===== config.mk =====
export PLATFORM = sky130hd
export DESIGN_NAME = alu_serial_rx
export DESIGN_NICKNAME = d
export VERILOG_FILES = /design/src/rtl/alu_serial_rx.sv
export SDC_FILE = /design/constraint.sdc
export NUM_CORES = 1
export LEC_CHECK = 0
export BUFFER_PORTS_ARGS = -buffer_cell sky130_fd_sc_hd__buf_2
export CORE_MARGIN = 1.5
export CORE_UTILIZATION = 40
export CTS_CLUSTER_DIAMETER = 100
export DETAILED_ROUTE_END_ITERATION = 12
export GPL_ROUTABILITY_DRIVEN = 0
export PLACE_DENSITY = 0.59
export SLEW_MARGIN = 20
export SYNTH_ARGS = -nofsm -noshare
export SYNTH_HDL_FRONTEND = slang
export SYNTH_SLANG_ARGS = --single-unit

===== constraint.sdc =====
create_clock -name clk -period 11.6 [get_ports clk]
set_input_delay 2.32 -clock clk [delete_from_list [all_inputs] [get_ports clk]]
set_output_delay 2.32 -clock clk [all_outputs]
set_load 0.1 [all_outputs]

===== src/rtl/alu_serial_rx.sv =====
// alu_serial_rx: receives 11-bit serial packets, assembles DATA bytes into a
// 64-bit {B, A} frame and, on a CTL packet, checks the frame and presents the
// command.
// Results appear one cycle after the CTL stop bit, together with a
// one-cycle cmd_valid pulse.
module alu_serial_rx (
    input  logic        clk,
    input  logic        rst_n,
    input  logic        sin,
    output logic        cmd_valid,
    output logic [31:0] cmd_A,
    output logic [31:0] cmd_B,
    output logic [2:0]  cmd_op,
    output logic        err_data,
    output logic        err_crc,
    output logic        err_op
);

    typedef enum logic [2:0] {
        WAIT_HIGH,
        IDLE,
        TYPE,
        BITS,
        STOP
    } state_t;

    state_t      state_q, state_d;
    logic [2:0]  bit_cnt_q, bit_cnt_d;
    logic        type_q, type_d;
    logic [7:0]  shift_q, shift_d;
    logic [63:0] frame_q, frame_d;
    logic [3:0]  dcnt_q, dcnt_d;
    logic        pend_q, pend_d;
    logic        cmd_valid_q, cmd_valid_d;
    logic [31:0] cmd_a_q, cmd_a_d;
    logic [31:0] cmd_b_q, cmd_b_d;
    logic [2:0]  cmd_op_q, cmd_op_d;
    logic        err_data_q, err_data_d;
    logic        err_crc_q, err_crc_d;
    logic        err_op_q, err_op_d;
    logic [3:0]  crc_calc;

    // Serial CRC x^4+x+1, initial value 0, d[67] shifted in first.
    function automatic logic [3:0] crc4(input logic [67:0] d);
        logic [3:0] c;
        logic       fb;
        c = 4'b0000;
        for (int i = 67; i >= 0; i--) begin
            fb = c[3] ^ d[i];
            c  = {c[2:0], 1'b0} ^ {2'b00, fb, fb};
        end
        return c;
    endfunction

    // Op codes this ALU supports: AND, OR, ADD, SUB.
    function automatic logic op_supported(input logic [2:0] op);
        return (op == 3'b000) || (op == 3'b001) ||
               (op == 3'b100) || (op == 3'b101);
    endfunction

    // CRC over the assembled frame, the constant 1 and the op of the CTL payload
    always_comb begin
        crc_calc = crc4({frame_q, 1'b1, shift_q[6:4]});
    end

    // Next-state logic: packet FSM, frame assembly and deferred frame evaluation
    always_comb begin
        state_d     = state_q;
        bit_cnt_d   = bit_cnt_q;
        type_d      = type_q;
        shift_d     = shift_q;
        frame_d     = frame_q;
        dcnt_d      = dcnt_q;
        pend_d      = 1'b0;
        cmd_valid_d = 1'b0;
        cmd_a_d     = cmd_a_q;
        cmd_b_d     = cmd_b_q;
        cmd_op_d    = cmd_op_q;
        err_data_d  = err_data_q;
        err_crc_d   = err_crc_q;
        err_op_d    = err_op_q;

        // The CTL payload and the frame stay untouched for the cycle after the
        // stop bit (the next packet cannot reach BITS that soon), so the
        // evaluation and the frame clear happen here, one cycle later.
        if (pend_q) begin
            cmd_valid_d = 1'b1;
            cmd_a_d     = frame_q[31:0];
            cmd_b_d     = frame_q[63:32];
            cmd_op_d    = shift_q[6:4];
            err_data_d  = 1'b0;
            err_crc_d   = 1'b0;
            err_op_d    = 1'b0;
            if (dcnt_q != 4'd8) begin
                err_data_d = 1'b1;
            end else if (shift_q[3:0] != crc_calc) begin
                err_crc_d = 1'b1;
            end else if (!op_supported(shift_q[6:4])) begin
                err_op_d = 1'b1;
            end
            frame_d = 64'd0;
            dcnt_d  = 4'd0;
        end

        case (state_q)
            WAIT_HIGH: begin
                if (sin) begin
                    state_d = IDLE;
                end
            end
            IDLE: begin
                if (!sin) begin
                    state_d = TYPE;
                end
            end
            TYPE: begin
                type_d    = sin;
                bit_cnt_d = 3'd0;
                state_d   = BITS;
            end
            BITS: begin
                shift_d = {shift_q[6:0], sin};
                if (bit_cnt_q == 3'd7) begin
                    state_d = STOP;
                end else begin
                    bit_cnt_d = bit_cnt_q + 3'd1;
                end
            end
            STOP: begin
                if (!sin) begin
                    // Framing error: drop the packet and whatever frame was in progress.
                    frame_d = 64'd0;
                    dcnt_d  = 4'd0;
                    state_d = WAIT_HIGH;
                end else begin
                    state_d = IDLE;
                    if (type_q) begin
                        pend_d = 1'b1;
                    end else if (dcnt_q < 4'd9) begin
                        dcnt_d = dcnt_q + 4'd1;
                        // Bytes beyond the eighth only mark the frame overlong.
                        if (dcnt_q < 4'd8) begin
                            frame_d = {frame_q[55:0], shift_q};
                        end
                    end
                end
            end
            default: begin
                state_d = WAIT_HIGH;
            end
        endcase
    end

    // State and output registers with synchronous active-low reset
    always_ff @(posedge clk) begin
        if (!rst_n) begin
            state_q     <= WAIT_HIGH;
            bit_cnt_q   <= 3'd0;
            type_q      <= 1'b0;
            shift_q     <= 8'd0;
            frame_q     <= 64'd0;
            dcnt_q      <= 4'd0;
            pend_q      <= 1'b0;
            cmd_valid_q <= 1'b0;
            cmd_a_q     <= 32'd0;
            cmd_b_q     <= 32'd0;
            cmd_op_q    <= 3'd0;
            err_data_q  <= 1'b0;
            err_crc_q   <= 1'b0;
            err_op_q    <= 1'b0;
        end else begin
            state_q     <= state_d;
            bit_cnt_q   <= bit_cnt_d;
            type_q      <= type_d;
            shift_q     <= shift_d;
            frame_q     <= frame_d;
            dcnt_q      <= dcnt_d;
            pend_q      <= pend_d;
            cmd_valid_q <= cmd_valid_d;
            cmd_a_q     <= cmd_a_d;
            cmd_b_q     <= cmd_b_d;
            cmd_op_q    <= cmd_op_d;
            err_data_q  <= err_data_d;
            err_crc_q   <= err_crc_d;
            err_op_q    <= err_op_d;
        end
    end

    assign cmd_valid = cmd_valid_q;
    assign cmd_A     = cmd_a_q;
    assign cmd_B     = cmd_b_q;
    assign cmd_op    = cmd_op_q;
    assign err_data  = err_data_q;
    assign err_crc   = err_crc_q;
    assign err_op    = err_op_q;

endmodule


* Word level (Yosys, flattened, before mapping)
Cells that the tools add are included.
** Cells by class
- Add/subtract/negate cells :: 2
- Magnitude comparators :: 2
- Eq/ne operators :: 14
- Mux-type cells :: 26
- Bitwise logic cells :: 133
- Reductions and logical operators :: 9
** Operators by type and width (number)
- two-way mux 64 bit :: 6
- XOR 4 x 2 -> 4 bit :: 66
- XOR 1 bit :: 64
- two-way mux 4 bit :: 5
- case mux 3 bit (5 select lines) :: 1
- equality test 3 bit (second input constant) :: 4
- two-way mux 3 bit :: 4
- two-way mux 1 bit :: 9
- less-than comparator 4 bit (second input constant) :: 2
- inequality test 2 bit (second input constant) :: 4
- equality test 3 x 1 -> 1 bit (second input constant) :: 2
- equality test 3 x 2 -> 1 bit (second input constant) :: 2
- logical NOT 3 bit :: 2
- case mux 3 bit (2 select lines) :: 1
- AND reduction 3 bit :: 2
- adder 4 x 1 -> 4 bit (second input constant) :: 1
- inequality test 4 bit :: 1
- inequality test 4 bit (second input constant) :: 1
- adder 3 x 1 -> 3 bit (second input constant) :: 1
- logical OR 1 bit :: 3
- XOR 3 x 2 -> 3 bit :: 1
- AND reduction 2 bit :: 1
- nonzero test 2 bit :: 1
- inverter 1 bit :: 1
- XOR 1 bit (first input constant) :: 1
** Word-level totals
- Flip-flop bits (word level) :: 155
- Input bits :: 3
- Output and inout port bits :: 71
- Logic and storage cells :: 200

* Longest topological paths before layout
Gate-level depths: netlist of the first run.
- Depth after elaboration :: 135
- Mapped depth :: 14

* Worst setup path before layout of the first run
No wires, ideal clock.
- Kind :: register -> register
- From :: register frame_q[63]
- To :: register err_op_q (netlist: err_op)
- Arrival time :: 3.904 ns
- Data required time :: 11.533 ns
- Path slack :: 7.630 ns
- Cell stages (with the launch flop) :: 14
- Buffers on the path :: 0
- Period minus slack after synthesis :: 3.970 ns
- Path through :: dfxtp_1 > xnor3_1 > xnor3_2 > xnor3_2 > xnor2_2 > xnor3_1 > xnor3_2 > xnor3_1 > xor2_1 > nor4_1 > a31oi_1 > a31oi_1 > a32oi_1 > nor2b_1
** Between the ends
- Word-level cells in the longest chain between the ends :: 92
** Ends and longest elaborated chain
- start, declared :: line 31 : logic [63:0] frame_q, frame_d;
- start signal, assigned :: line 176 : frame_q <= frame_d;
- XOR 3 x 2 -> 3 bit * :: line 50 : c = {c[2:0], 1'b0} ^ {2'b00, fb, fb};
- XOR 4 x 2 -> 4 bit * :: line 50
- XOR 1 bit or XOR 4 x 2 -> 4 bit (tied branches) :: line 49, 50
- XOR 4 x 2 -> 4 bit * (3 in series) :: line 50
- XOR 1 bit or XOR 4 x 2 -> 4 bit (tied branches) :: line 49, 50
- XOR 4 x 2 -> 4 bit * (3 in series) :: line 50
- XOR 1 bit or XOR 4 x 2 -> 4 bit (tied branches) :: line 49, 50
- XOR 4 x 2 -> 4 bit * (3 in series) :: line 50
- [65 not listed]
- XOR 4 x 2 -> 4 bit * (3 in series) :: line 50
- XOR 1 bit or XOR 4 x 2 -> 4 bit (tied branches) :: line 49, 50
- XOR 4 x 2 -> 4 bit * (4 in series) :: line 50
- XOR 1 bit or XOR 4 x 2 -> 4 bit (tied branches) :: line 49, 50
- XOR 4 x 2 -> 4 bit * :: line 50
- inequality test 4 bit * :: line 96 : end else if (shift_q[3:0] != crc_calc) begin
- two-way mux 1 bit * :: line 96
- two-way mux 1 bit * :: line 94 : if (dcnt_q != 4'd8) begin
- end signal, assigned :: line 185 : err_op_q <= err_op_d;
- end, declared :: line 40 : logic err_op_q, err_op_d;
Every way passes the cells marked *; elsewhere a longest branch is shown, timed or not.
A chain may end at the register's enable or synchronous reset.

* Worst setup path in the final report of the first run
Same ends and word-level chain as after synthesis.

==> results of run 1 <==
## cells by family after synthesis
logic type / Yosys count
and+or+nand+nor: 183
adders and majority gates: 5
DFF: 155
xor gates and xnor gates: 113
muxes: 76
AOI/OAI and AO/OA: 90
buffers and inverters: 44
## sequential cells by signal (all words and copies together), names as in the netlist, 3 cells and up
signal / count
frame_q: 64
cmd_A: 32
state_q: 3
cmd_B: 32
dcnt_q: 4
bit_cnt_q: 3
shift_q: 8
cmd_op: 3
## metal layers
| layer | vias to the layer above | routed length, um | GRT usage, % |
|---|---|---|---|
| li1 | 2406 | - | - |
| met5 | - | 0 | 0 |
| met1 | 2354 | 7504 | 23.37 |
| met3 | 8 | 776 | 3.741 |
| met4 | 0 | 121 | 6.087 |
| met2 | 111 | 7534 | 28.39 |
## cells in the final DEF, fill, tap and decap left out, types with 2 or more instances in the layout
cell type,n
o21ai_0,7
nand4_1,2
buf_4,5
xor2_1,19
clkinvlp_4,3
xor3_1,2
xnor2_1,70
nand3_1,2
dfxtp_1,154
nor3_1,2
and2_1,2
mux2i_1,75
a21oi_1,4
xnor3_1,17
inv_1,4
clkbuf_16,17
buf_2,72
a32oi_1,2
xnor2_2,2
clkbuf_8,3
a22oi_1,68
a31oi_1,3
clkinv_4,4
ha_1,5
inv_6,2
xnor3_2,3
nor3b_1,2
nand2b_1,4
nor2_1,12
clkinv_2,2
nor2b_1,145
nand2_1,7
## critical path, cell delays in order, from the launching register on
cell     delay [ns]
dfxtp_1        0.40
xnor3_1        0.48
xnor3_2        0.42
xnor3_2        0.43
xnor2_2        0.27
xnor3_1        0.39
xnor3_2        0.43
xnor3_1        0.39
xor2_1         0.20
nor4_1         0.33
a31oi_1        0.07
a31oi_1        0.21
a32oi_1        0.12
nor2b_1        0.13
## worst paths after layout
kind	startpoint	end	slack [ns]	cells past startpoint
min	err_crc$_SDFFE_PN0P_	err_crc$_SDFFE_PN0P_	0.49	2
max	frame_q[63]$_SDFF_PN0_	err_op$_SDFFE_PN0P_	7.27	13
max reg2reg	frame_q[63]$_SDFF_PN0_	err_op$_SDFFE_PN0P_	7.27	13
min reg2reg	err_crc$_SDFFE_PN0P_	err_crc$_SDFFE_PN0P_	0.49	2
## cell type report
cell class / count / area, sq um / area share, %
Multi-Input combinational cell: 467 / 3900 / 47.08
Sequential cell: 155 / 3107 / 37.51
Clock buffer: 20 / 466.7 / 5.634
Timing Repair Buffer: 77 / 397.9 / 4.804
Tap cell: 225 / 281.5 / 3.399
Clock inverter: 12 / 115.1 / 1.390
Inverter: 4 / 15.01 / 0.1813
## report_power, final
part	internal, uW	total, uW	switching, uW	leakage [uW]
logic	8.93	17.5	8.54	0.00154
registers	533	534	1.46	0.00125
clock network	314	542	228	0.000279
total	855	1090	238	0.00307
## through the flow
step / std cells / hold slack, ns / power, uW / utilization [%] / cell area, sq um
CTS: 960 / 0.4842 / 1106 / 47.72 / 8283
detailed placement: 928 / 0.4723 / 563.6 / 44.37 / 7701
floorplan: 666 / 0.4326 / 560.4 / - / 7153
finish: 960 / 0.4856 / 1094 / 47.72 / 8283
global route: 960 / 0.5053 / 1127 / 47.72 / 8283
global placement: 928 / 0.4538 / 562.9 / 44.37 / 7701
==> results_dict.tcl, run 1 <==
set metrics [dict create \
    period_share_pct 37.30 \
    synth_top_family_by_area "XOR/XNOR gates" \
    rows 48 \
    synth_edf_count 0 \
    cts_resized 0 \
    synth_top_area_share_pct 43.38 \
    synthXorXnorAreaFrac_pct 18.37 \
    hold_path.class "flip-flop to flip-flop" \
    cts_tree "yes" \
    dpl_worst_slack_ns 7.307 \
    dp_hpwl_mm 10.55 \
    synth-compound-area-share_pct 9.043 \
    cts_setup_buffers 0 \
    clk_pin_slew_ns 0.07 \
    clockRootBuffer "clkbuf_16" \
    syn_inst 666 \
    port_buffers 73 \
    synth_common_cells "dfxtp_1, nor2b_1, mux2i_1" \
    grt_overflow 0 \
    synthArstFlopShare_pct 0 \
    synth.distinct_cells 37 \
    area_delta_synth_final_pct 15.79 \
    fin_ws_ns 7.273 \
    synthSimpleGateAreaFrac_pct 15.36 \
    wl_per_cell_um 16.60 \
    start_kind "flip-flop" \
    avgViaCountPerCell 5.082 \
    postRouteAntennaNets 0 \
    end_kind "flip-flop" \
    drc 0 \
    die_w_um 136.7 \
    setup_tns_ns 0 \
    clk_path_buf_depth 2 \
    cap_viol_max_count 0 \
    outcome "finished clean" \
    arrival_ns 4.70 \
    timing.slew.headroom_pct 49.05 \
    hold_buffers 0 \
    synth_nets 674 \
    crit_type "flip-flop to flip-flop" \
    numCtsBuffers 17 \
    setup_violations 0 \
    synthMuxAreaShare_pct 10.65 \
    drt_wl_total_mm 15.94 \
    dieArea_sq_um 18690 \
    synth_area_sq_um 7153 \
    worst_pin_slew_ns 0.7626 \
    timing.fmax_mhz 231.1 \
    postSynthAreaPerCell_sq_um 10.74 \
    cp_data_required_time_ns 11.97 \
    synth-adder-area-share_pct 0.8746 \
    cts.sinks 155 \
    grt_max_degree 87 \
    core_area_sq_um 17360 \
    final_nets 730 \
    skew_ns 0.01928 \
    period_minus_slack_ns 4.327 \
    start_util_pct 41.21 \
    dr.pass1.iters 4 \
    ys_seq_elements 155 \
    fillers 1585 \
    yosysMostFrequentCell "dfxtp_1" \
    num_vias 4879 \
    ys.flop_type "dfxtp_1" \
    seq_area_frac_synth_pct 43.38 \
    grt_antenna_before_repair 0 \
    slew_violations 0 \
    hold_viol_final 0 \
    peakVddDrop_mv 0.09478 \
    die_h_um 136.7 \
    grt_pass1_wl_mm 25.58 \
    htree_levels 4 \
    drive_above_1_share_pct 16.05 \
    power_leakage_uw 0.003072 \
    clock_latency_ns 0.43 \
    synth_largest_area_cell "dfxtp_1" \
    powerDensity_nw_per_um2 132.0 \
    grt_pass1_vias 4788 \
    antennaDiodeCount 0 \
    rsz0062_at_grt "no" \
    grt.total_usage_pct 17.62 \
    yosys_warnings 0 \
    path_max_fanout 4 \
    synthTopCellsByArea "dfxtp_1, nor2b_1, mux2i_1" \
    io_pins 74 \
    drt_iter0_drc 330 \
]
Note: power is estimated with default switching activity, not from simulation.
==> run 2: changes to the inputs <==
clock period = 4.4 ns   (was 11.6 ns; I/O delays follow)
==> run 2 against run 1 <==
Net effect:
- worst setup slack got worse by 7.1 ns
- fmax rose by 3.0%
- critical path depth did not move
- die area did not move
- via count fell by 1.8%
- critical endpoint unchanged
==> results_dict.tcl, run 2 (synthesis results as in run 1) <==
set metrics [dict create \
    core_area_sq_um 17360 \
    clk_path_buf_depth 2 \
    grt_max_degree 116 \
    regMostFlops "frame_q" \
    cts_tree "yes" \
    drt_iter0_drc 289 \
    hold_buffers 0 \
    io_pins 74 \
    die_w_um 136.7 \
    antennaDiodeCount 0 \
    cts.sinks 155 \
    peakVddDrop_mv 0.2924 \
    power_leakage_uw 0.003108 \
    final_cell_mix "dfxtp_1, nor2b_1, mux2i_1" \
    fin_ws_ns 0.1973 \
    htree_levels 4 \
    start_util_pct 41.21 \
    wl_per_cell_um 16.30 \
    start_kind "flip-flop" \
    period_minus_slack_ns 4.203 \
    die_h_um 136.7 \
    postRouteAntennaNets 0 \
    hold_path.class "flip-flop to flip-flop" \
    rows 48 \
    timing.slew.headroom_pct 40.96 \
    numCtsBuffers 17 \
    dpl_worst_slack_ns 0.1745 \
    final_common_cell "dfxtp_1" \
    dr.pass1.iters 5 \
    drt_wl_total_mm 15.70 \
    grt_overflow 0 \
    setup_violations 0 \
    dieArea_sq_um 18690 \
    dp_hpwl_mm 10.39 \
    p_total_uw 3024 \
    post-route-util_pct 48.22 \
    largest_reg_flops 64 \
    fin_hold_ws_ns 0.4908 \
    clockRootBuffer "clkbuf_16" \
    num_vias 4793 \
    crit_type "flip-flop to flip-flop" \
    final_nets 733 \
    grt_antenna_before_repair 0 \
    powerDensity_nw_per_um2 361.3 \
    path_cells "xnor3_1 > xnor3_2 > xnor3_2 > xnor2_4 > xnor3_1 > xnor3_2 > xnor3_1 > xor2_1 > nor4_1 > a31oi_1 > a31oi_1 > a32oi_1 > nor2b_1" \
    port_buffers 73 \
    clk_pin_slew_ns 0.06 \
    slew_violations 0 \
    grt_pass1_vias 4706 \
    drc 0 \
    clock_latency_ns 0.42 \
    timing.fmax_mhz 237.9 \
    drive_above_1_share_pct 16.40 \
    grt_pass1_wl_mm 25.01 \
    hold_viol_final 0 \
    period_share_pct 95.52 \
    cp_data_required_time_ns 4.76 \
    end_kind "flip-flop" \
    worst_pin_slew_ns 0.8857 \
    cap_viol_max_count 0 \
    area_delta_synth_final_pct 17.00 \
    skew_ns 0.006623 \
    arrival_ns 4.56 \
    outcome "finished clean" \
    slowest_stage "xnor3_1" \
    slowest_delay_ns 0.46 \
    grt.total_usage_pct 17.41 \
    rsz0062_at_grt "no" \
    avgViaCountPerCell 4.977 \
    path_max_fanout 5 \
    setup_tns_ns 0 \
]
## run 2: timing repair
| action | CTS | global route |
|---|---|---|
| gates resized for setup | 0 | 2 |
| buffers inserted | 0 | 0 |
| setup endpoints to repair | 0 | 2 |
## run 2: cell type report
| class | instances | area (sq um) |
|---|---|---|
| clock buffers | 19 | 442.9 |
| clock inverters | 13 | 190.2 |
| fillers | 1577 | 8987 |
| inverters | 4 | 15.01 |
| multi-input cells | 467 | 3911 |
| flip-flops and latches | 155 | 3108 |
| well taps | 225 | 281.5 |
| repair buffers | 80 | 420.4 |
## run 2: power by group
| part | switching (uW) | internal, uW | total (uW) |
|---|---|---|---|
| registers | 3.71 | 1400 | 1410 |
| logic | 22.4 | 23.7 | 46.1 |
| clock network | 600 | 970 | 1570 |
| total | 626 | 2400 | 3020 |
## run 2: layer usage
layer | global-route usage [%] | part of all wire, %
met1 | 23.58 | 49
met2 | 27.25 | 46
met3 | 3.519 | 3.7
met4 | 6.738 | 1.5
met5 | 0 | 0
## run 2: worst paths after layout
check / start / endpoint / slack [ns] / cells past startpoint
worst min-delay path: state_q[2]$_SDFFE_PN0P_ / state_q[1]$_SDFFE_PN0P_ / 0.49 / 1
worst min register to register: state_q[2]$_SDFFE_PN0P_ / state_q[1]$_SDFFE_PN0P_ / 0.49 / 1
worst max-delay path: frame_q[61]$_SDFF_PN0_ / err_op$_SDFFE_PN0P_ / 0.20 / 13
worst max register to register: frame_q[61]$_SDFF_PN0_ / err_op$_SDFFE_PN0P_ / 0.20 / 13
## run 2: metrics by stage
stage	instance area [sq um]	std cells
2_1_floorplan	7153	666
3_3_place_gp	7724	931
3_5_place_dp	7724	931
4_1_cts	8357	963
5_1_grt	8369	963
6_report	8369	963
## run 2: worst max-delay path, delay by kind of cell, from the launching register on
kind,cells,cell delay [ns]
flip-flops,1,0.39
XOR/XNOR,8,2.95
AO/OA/AOI/OAI,3,0.40
AND/OR/NAND/NOR,2,0.39
